[config.mk]
export PLATFORM = sky130hd
export DESIGN_NAME = if_id_reg
export DESIGN_NICKNAME = d
export VERILOG_FILES = /design/src/rtl/mips_pkg.sv /design/src/rtl/if_id_slot.sv /design/src/rtl/if_id_reg.sv
export SDC_FILE = /design/constraint.sdc
export NUM_CORES = 1
export LEC_CHECK = 0
export ABC_CLOCK_PERIOD_IN_PS = 1690
export BUFFER_PORTS_ARGS = -buffer_cell sky130_fd_sc_hd__buf_2
export CORE_MARGIN = 2
export CORE_UTILIZATION = 44
export CTS_CLUSTER_SIZE = 16
export DETAILED_ROUTE_END_ITERATION = 10
export PLACE_DENSITY_LB_ADDON = 0.25
export SYNTH_ARGS = -nofsm -noshare
export SYNTH_HDL_FRONTEND = slang
export SYNTH_HIERARCHICAL = 1
export SYNTH_SLANG_ARGS = --single-unit
[constraint.sdc]
create_clock -name clk -period 1.69 [get_ports clk]
set_clock_uncertainty 0.05 [all_clocks]
set_input_delay 0 -clock clk [delete_from_list [all_inputs] [get_ports clk]]
set_output_delay 0 -clock clk [all_outputs]
set_load 0.005 [all_outputs]
[src/rtl/mips_pkg.sv]
// Shared MIPS pipeline constants: widths, reset PC, NOP encoding and
// instruction field bit positions.
package mips_pkg;
  localparam int          DATA_W_DEF   = 32;
  localparam logic [31:0] RESET_PC_DEF = 32'h0000_3000;
  localparam logic [31:0] NOP          = 32'h0000_0000;

  localparam int OP_HI  = 31, OP_LO  = 26;
  localparam int RS_HI  = 25, RS_LO  = 21;
  localparam int RT_HI  = 20, RT_LO  = 16;
  localparam int RD_HI  = 15, RD_LO  = 11;
  localparam int SH_HI  = 10, SH_LO  = 6;
  localparam int FN_HI  = 5,  FN_LO  = 0;
  localparam int IMM_HI = 15, IMM_LO = 0;
endpackage

[src/rtl/if_id_slot.sv]
// One IF/ID storage entry: valid flag, instruction word and PC+4.
// Payload only updates when a valid entry is written, so a cleared slot keeps its last PC.
module if_id_slot #(
  parameter int                DATA_W  = 32,
  parameter logic [DATA_W-1:0] RST_PC4 = '0
) (
  input  logic              clk,
  input  logic              reset,
  input  logic              en,
  input  logic              d_vld,
  input  logic [DATA_W-1:0] d_instr,
  input  logic [DATA_W-1:0] d_pc4,
  output logic              vld,
  output logic [DATA_W-1:0] instr,
  output logic [DATA_W-1:0] pc4
);
  always_ff @(posedge clk or negedge reset) begin
    if (!reset) begin
      vld   <= 1'b0;
      instr <= '0;
      pc4   <= RST_PC4;
    end else if (en) begin
      vld <= d_vld;
      if (d_vld) begin
        instr <= d_instr;
        pc4   <= d_pc4;
      end
    end
  end
endmodule

[src/rtl/if_id_reg.sv]
// IF/ID pipeline register with valid/ready handshake, flush and field decode.
// Define IF_ID_SKID_EN for a main + skid entry with a registered in_ready.
module if_id_reg
  import mips_pkg::*;
#(
  parameter int                DATA_W   = DATA_W_DEF,
  parameter logic [DATA_W-1:0] RESET_PC = DATA_W'(RESET_PC_DEF)
) (
  input  logic              clk,
  input  logic              reset,
  input  logic              in_valid,
  output logic              in_ready,
  input  logic [DATA_W-1:0] in_instr,
  input  logic [DATA_W-1:0] in_pc4,
  input  logic              flush,
  output logic              out_valid,
  input  logic              out_ready,
  output logic [DATA_W-1:0] instr_o,
  output logic [DATA_W-1:0] pc_o,
  output logic [15:0]       imm_o,
  output logic [5:0]        op_o,
  output logic [4:0]        rs_o,
  output logic [4:0]        rt_o,
  output logic [4:0]        rd_o,
  output logic [4:0]        shamt_o,
  output logic [5:0]        funct_o
);
  localparam logic [DATA_W-1:0] RST_PC4 = RESET_PC + DATA_W'(4);

  logic              acc, main_en, main_dvld, main_vld;
  logic [DATA_W-1:0] main_di, main_dp, main_instr, main_pc4;

  // Flush beats a simultaneous accept: the offered word is dropped.
  assign acc     = in_valid & in_ready & ~flush;
  // Main entry may change when empty or when its contents leave this cycle.
  assign main_en = flush | ~main_vld | out_ready;

`ifdef IF_ID_SKID_EN
  logic              skid_en, skid_dvld, skid_vld, rdy_q;
  logic [DATA_W-1:0] skid_instr, skid_pc4;

  assign main_dvld = ~flush & (skid_vld | acc);
  assign main_di   = skid_vld ? skid_instr : in_instr;
  assign main_dp   = skid_vld ? skid_pc4   : in_pc4;
  // Skid only fills when main is stalled; any main update empties it.
  assign skid_en   = flush | main_en | acc;
  assign skid_dvld = ~flush & ~main_en & acc;

  if_id_slot #(.DATA_W(DATA_W), .RST_PC4(RST_PC4)) u_skid (
    .clk(clk), .reset(reset), .en(skid_en), .d_vld(skid_dvld),
    .d_instr(in_instr), .d_pc4(in_pc4),
    .vld(skid_vld), .instr(skid_instr), .pc4(skid_pc4)
  );

  always_ff @(posedge clk or negedge reset) begin
    if (!reset) rdy_q <= 1'b0;
    else        rdy_q <= ~(skid_en ? skid_dvld : skid_vld);
  end
  assign in_ready = rdy_q;
`else
  logic started;

  always_ff @(posedge clk or negedge reset) begin
    if (!reset) started <= 1'b0;
    else        started <= 1'b1;
  end

  assign main_dvld = acc;
  assign main_di   = in_instr;
  assign main_dp   = in_pc4;
  assign in_ready  = started & (out_ready | ~main_vld);
`endif

  if_id_slot #(.DATA_W(DATA_W), .RST_PC4(RST_PC4)) u_main (
    .clk(clk), .reset(reset), .en(main_en), .d_vld(main_dvld),
    .d_instr(main_di), .d_pc4(main_dp),
    .vld(main_vld), .instr(main_instr), .pc4(main_pc4)
  );

  assign out_valid = main_vld;
  assign instr_o   = main_vld ? main_instr : DATA_W'(NOP);
  assign pc_o      = main_pc4;

  assign op_o    = instr_o[OP_HI:OP_LO];
  assign rs_o    = instr_o[RS_HI:RS_LO];
  assign rt_o    = instr_o[RT_HI:RT_LO];
  assign rd_o    = instr_o[RD_HI:RD_LO];
  assign shamt_o = instr_o[SH_HI:SH_LO];
  assign funct_o = instr_o[FN_HI:FN_LO];
  assign imm_o   = instr_o[IMM_HI:IMM_LO];
endmodule

Yosys cells after proc, flatten, opt, wreduce, memory -nomap -nowiden --
Index checks and enable logic that the tools add are counted. W data, S select, Z words.
Storage, ports and cells: bits in registers 66, input bits 69, output and inout bits 114, logic and storage cells 14
Operators by class: multiplexer cells 1, bitwise logic cells 8, reductions and logical operators 1
Operators by type and width (number):
- $mux W32 | 1
- $and A1 B1 Y1 | 3
- $or A1 B1 Y1 | 3
- $not A1 Y1 | 2
- $reduce_and A2 Y1 | 1

Depth between registers and ports, before layout --
depth after elaboration 6, depth in mapped cells 6

By module --
The synthesis kept the hierarchy.
Modules (own cells, without submodules):
- if_id_slot | times used 1, cells an instance 139, area an instance 2620.0 um2, sequential area each 1630.3 um2
- if_id_reg | times used 1, cells an instance 89, area an instance 633.1 um2, sequential area each 25.0 um2

Worst setup path before layout --
No wires, ideal clock.
path kind flip-flop to flip-flop, from register u_main.vld, to register u_main.instr[0], arrival 1.415 ns, setup slack 0.100 ns, cell stages (with the launch flop) 7, buffers on the path 2, period minus slack after synthesis 1.590 ns, cell sequence dfrtp_1 -> nand2b_1 -> or2_1 -> nand2_1 -> buf_6 -> buf_6 -> mux2_4
Between the ends: elaborated cells on any way between the ends 8, those cells by class 7 x bitwise; 1 x reduce/logical
RTL lines:
- start, declared | line if_id_slot.sv:13 | output logic vld,
- start signal, assigned | line if_id_slot.sv:23 | vld <= d_vld;
- $not A1 Y1 | line if_id_reg.sv:36 | assign main_en = flush | ~main_vld | out_ready;
- $or A1 B1 Y1 (2 in series) | line if_id_reg.sv:36
- named net main_en | line if_id_reg.sv:30 | logic acc, main_en, main_dvld, main_vld;
- $reduce_and A2 Y1 (no line)
- end signal, assigned | line if_id_slot.sv:25 | instr <= d_instr;
- end, declared | line if_id_slot.sv:14 | output logic [DATA_W-1:0] instr,
The timed path passes the listed nets, and every way through them passes these cells. A chain may end at the register's enable or synchronous reset.

Worst setup path in the final report --
from register u_main.vld, to register u_main.instr[29]
Same word-level chain as after synthesis.

==> impl_metrics.xml <==
<?xml version="1.0" encoding="UTF-8"?>
<metrics>
  <group name="die">
    <metric name="fp-row-count" unit="">31</metric>
    <metric name="die_h" unit="µm">90.0</metric>
    <metric name="die-width" unit="µm">90.0</metric>
    <metric name="fp.dieArea" unit="µm²">8100</metric>
    <metric name="initial_utilization" unit="%">45.1</metric>
    <metric name="ioPinCount" unit="">183</metric>
    <metric name="core_region_area" unit="µm²">7210</metric>
  </group>
  <group name="global_routing">
    <metric name="grt_max_degree" unit="">67</metric>
    <metric name="grt-ovfl-total" unit="">0</metric>
    <metric name="grt_pass1_wl" unit="µm">12000</metric>
    <metric name="grt_pass1_vias" unit="">2510</metric>
    <metric name="global_route.usage.total" unit="%">18.6</metric>
    <metric name="antenna_found_initial" unit="">0</metric>
  </group>
  <group name="logic_synthesis">
    <metric name="synthDistinctLibCells" unit="">16</metric>
    <metric name="synth-seq-cells" unit="">66</metric>
    <metric name="synth.yosys.seq_area_share" unit="%">50.9</metric>
    <metric name="syn_avg_cell_area" unit="µm²">14.3</metric>
    <metric name="syn-cell-area" unit="µm²">3250</metric>
    <metric name="post_synth_inst_count" unit="">228</metric>
    <metric name="synthesis.nets" unit="">297</metric>
    <metric name="yosys_warnings" unit="">6</metric>
  </group>
  <group name="clocking">
    <metric name="cts_made_buffers" unit="">9</metric>
    <metric name="tritoncts" unit="">yes</metric>
    <metric name="max-clock-path-buffers" unit="">2</metric>
    <metric name="htreeDepth" unit="">3</metric>
    <metric name="cts-root-buf" unit="">sky130_fd_sc_hd__clkbuf_8</metric>
    <metric name="post_cts_clock_slew_at_the_launch_and_capture_registers_of_the_worst_setup_and_hold_paths" unit="ns">0.07</metric>
    <metric name="tritoncts_num_sinks" unit="">66</metric>
    <metric name="cts_repair_resize_count" unit="">0</metric>
    <metric name="worstSkewPairLatency" unit="ns">0.32</metric>
  </group>
  <group name="worst_setup_path">
    <metric name="crit_path_max_fanout" unit="">33</metric>
    <metric name="max_stage_delay" unit="ns">0.36</metric>
    <metric name="worstPathCellList" unit="">nand2b_1, or2_1, nand2_4, buf_12, mux2_2</metric>
    <metric name="regToRegStartpoint" unit="">u_main/vld</metric>
    <metric name="setup.worst_path.end_class" unit="">flop</metric>
    <metric name="critPathKind" unit="">flop to flop</metric>
    <metric name="critPathTopFamily" unit="">simple AND/OR/NAND/NOR gates</metric>
    <metric name="worst-endpoint-arrival" unit="ns">1.76</metric>
    <metric name="worstPathRequired" unit="ns">1.85</metric>
    <metric name="timing.critical_path.from" unit="">u_main/vld</metric>
    <metric name="timing.critical_path.slowest_stage_cell" unit="">sky130_fd_sc_hd__mux2_2</metric>
    <metric name="worst_setup_path_start_kind" unit="">flop</metric>
    <metric name="critical_path.n_buffers_inverters" unit="">1</metric>
  </group>
  <group name="sta">
    <metric name="timing.final.max_slew_violations" unit="">0</metric>
    <metric name="final-setup-viol-count" unit="">0</metric>
    <metric name="layout_min_cycle_time" unit="ns">1.60</metric>
    <metric name="achievable-frequency" unit="GHz">0.625</metric>
    <metric name="layout_worst_path_cycle_share" unit="%">94.7</metric>
    <metric name="rsz0062_at_grt" unit="">false</metric>
    <metric name="final_hold_viol_count" unit="">0</metric>
    <metric name="hold_slack" unit="ns">0.00961</metric>
    <metric name="totalNegativeSetupSlack" unit="ns">0</metric>
  </group>
  <group name="drt">
    <metric name="viasPerCell" unit="">4.38</metric>
    <metric name="drt_wl_total" unit="µm">7380</metric>
    <metric name="detail_route.drc_violations" unit="">0</metric>
    <metric name="route.antenna.remaining_nets" unit="">0</metric>
    <metric name="dr.first_iter.drc_count" unit="">31</metric>
    <metric name="vias" unit="">2350</metric>
    <metric name="wl_per_cell" unit="µm">13.8</metric>
    <metric name="detailedRoute.firstPassIterationCount" unit="">4</metric>
  </group>
  <group name="power">
    <metric name="peakVddDrop" unit="mV">0.523</metric>
    <metric name="pwr_density_cell" unit="nW/µm²">959</metric>
    <metric name="power.static_leakage" unit="nW">2.68</metric>
  </group>
  <group name="layout">
    <metric name="nNetsFinal" unit="">501</metric>
    <metric name="finalNonFillerCells" unit="">536</metric>
    <metric name="post_route_cells_drive_above_1_share" unit="%">61.8</metric>
    <metric name="layout-area-overhead-vs-synth" unit="%">47.0</metric>
    <metric name="layout_common_cells" unit="">182 x sky130_fd_sc_hd__buf_2, 65 x sky130_fd_sc_hd__dlygate4sd3_1, 63 x sky130_fd_sc_hd__dfrtp_1</metric>
    <metric name="mostFrequentLayoutCell" unit="">sky130_fd_sc_hd__buf_2</metric>
    <metric name="diodes" unit="">0</metric>
  </group>
  <group name="flow_run">
    <metric name="maxCapViolations" unit="">0</metric>
  </group>
  <group name="worst_hold_path">
    <metric name="hp-class" unit="">input port to flop</metric>
    <metric name="timing.hold.worst.start" unit="">flush</metric>
  </group>
  <group name="placement">
    <metric name="numPlacedInstances" unit="">455</metric>
    <metric name="gp_congestion" unit="">0.700</metric>
    <metric name="dp.final_hpwl" unit="µm">4590</metric>
    <metric name="port_buffers" unit="">182</metric>
  </group>
  <group name="run_status">
    <metric name="status" unit="">complete, no violations</metric>
  </group>
</metrics>
-- power breakdown --
part           switching [W]  total (W)  internal (W)
logic               0.000348    0.00107      0.000726
registers           0.000165    0.00208       0.00191
clock network       0.000575    0.00144      0.000861
-- cells by family after synthesis --
group           count (synthesis)  synth area share [%]
compound gates                  1                 0.154
buf+inv                        59                  13.9
flops                          66                  50.9
mux                            64                  27.8
other cells                     1                 0.115
simple gates                   37                  7.15
-- cell type report --
class                   instances  area [µm²]
clock inverters                 6        80.1
inverters                       1        3.75
fillers                       553        2430
clock buffers                  10         138
well taps                      99         124
flip-flops and latches         66        1660
repair buffers                251        1630
multi-input cells             103        1150
-- path summary, 6_finish.rpt --
| path | to | slack (ns) | depth (start not counted) |
|---|---|---|---|
| setup / recovery | u_main/instr[29] | 0.09 | 5 |
| hold / removal | u_main/vld | 0.01 | 3 |
| setup reg to reg | u_main/instr[29] | 0.09 | 5 |
| hold reg to reg | u_main/instr[31] | 0.45 | 1 |
| max in group asynchronous | u_main/pc4[12] | 1.09 | 3 |
| min in group asynchronous | u_main/pc4[28] | 0.18 | 3 |
-- sequential cells by signal, summed over array words and instances, names as in the netlist --
| signal | flops |
|---|---|
| started | 1 |
| u_main/instr | 32 |
| u_main/pc4 | 32 |
| u_main/vld | 1 |
-- stage by stage --
step	instance area, µm²	setup WS [ns]	total power (W)	util, %
final	4780	0.0893	0.00459	66.3
after global routing	4780	0.0250	0.00484	66.3
after CTS	4780	0.0809	0.00465	66.3
after detailed placement	3920	0.103	0.00305	54.3
after global placement	3920	0.158	0.00302	54.3
after floorplan	3250	0.100	0.00268	-
-- Yosys cell counts, drive strengths merged --
library cell / instances / area [µm²]
mux2: 64 / 905
dfrtp: 63 / 1580
buf: 55 / 433
and2: 33 / 206
clkbuf: 3 / 15.0
dfstp: 3 / 78.8
and4b: 1 / 10.0
conb: 1 / 3.75
inv: 1 / 3.75
nand2: 1 / 3.75
nand2b: 1 / 6.26
o21ai: 1 / 5.00
or2: 1 / 6.26
-- worst reg2reg max path, stage by stage (launching register included) --
cell	delay, ns
sky130_fd_sc_hd__dfrtp_1	0.35
sky130_fd_sc_hd__nand2b_1	0.08
sky130_fd_sc_hd__or2_1	0.26
sky130_fd_sc_hd__nand2_4	0.11
sky130_fd_sc_hd__buf_12	0.24
sky130_fd_sc_hd__mux2_2	0.39
-- repair_timing --
action | 4_1_cts | 5_1_grt
setup buffers | 0 | 0
hold buffers | 65 | 0
hold endpoints to repair | 130 | 0
-- routing by layer --
layer	routed length [µm]	track usage [%]	share of wire, %
met5	0	0	0
met1	3080	22.8	42
met3	540	4.78	7.3
met4	148	7.69	2.0
met2	3610	31.3	49
Note: power is estimated with default switching activity, not from simulation.
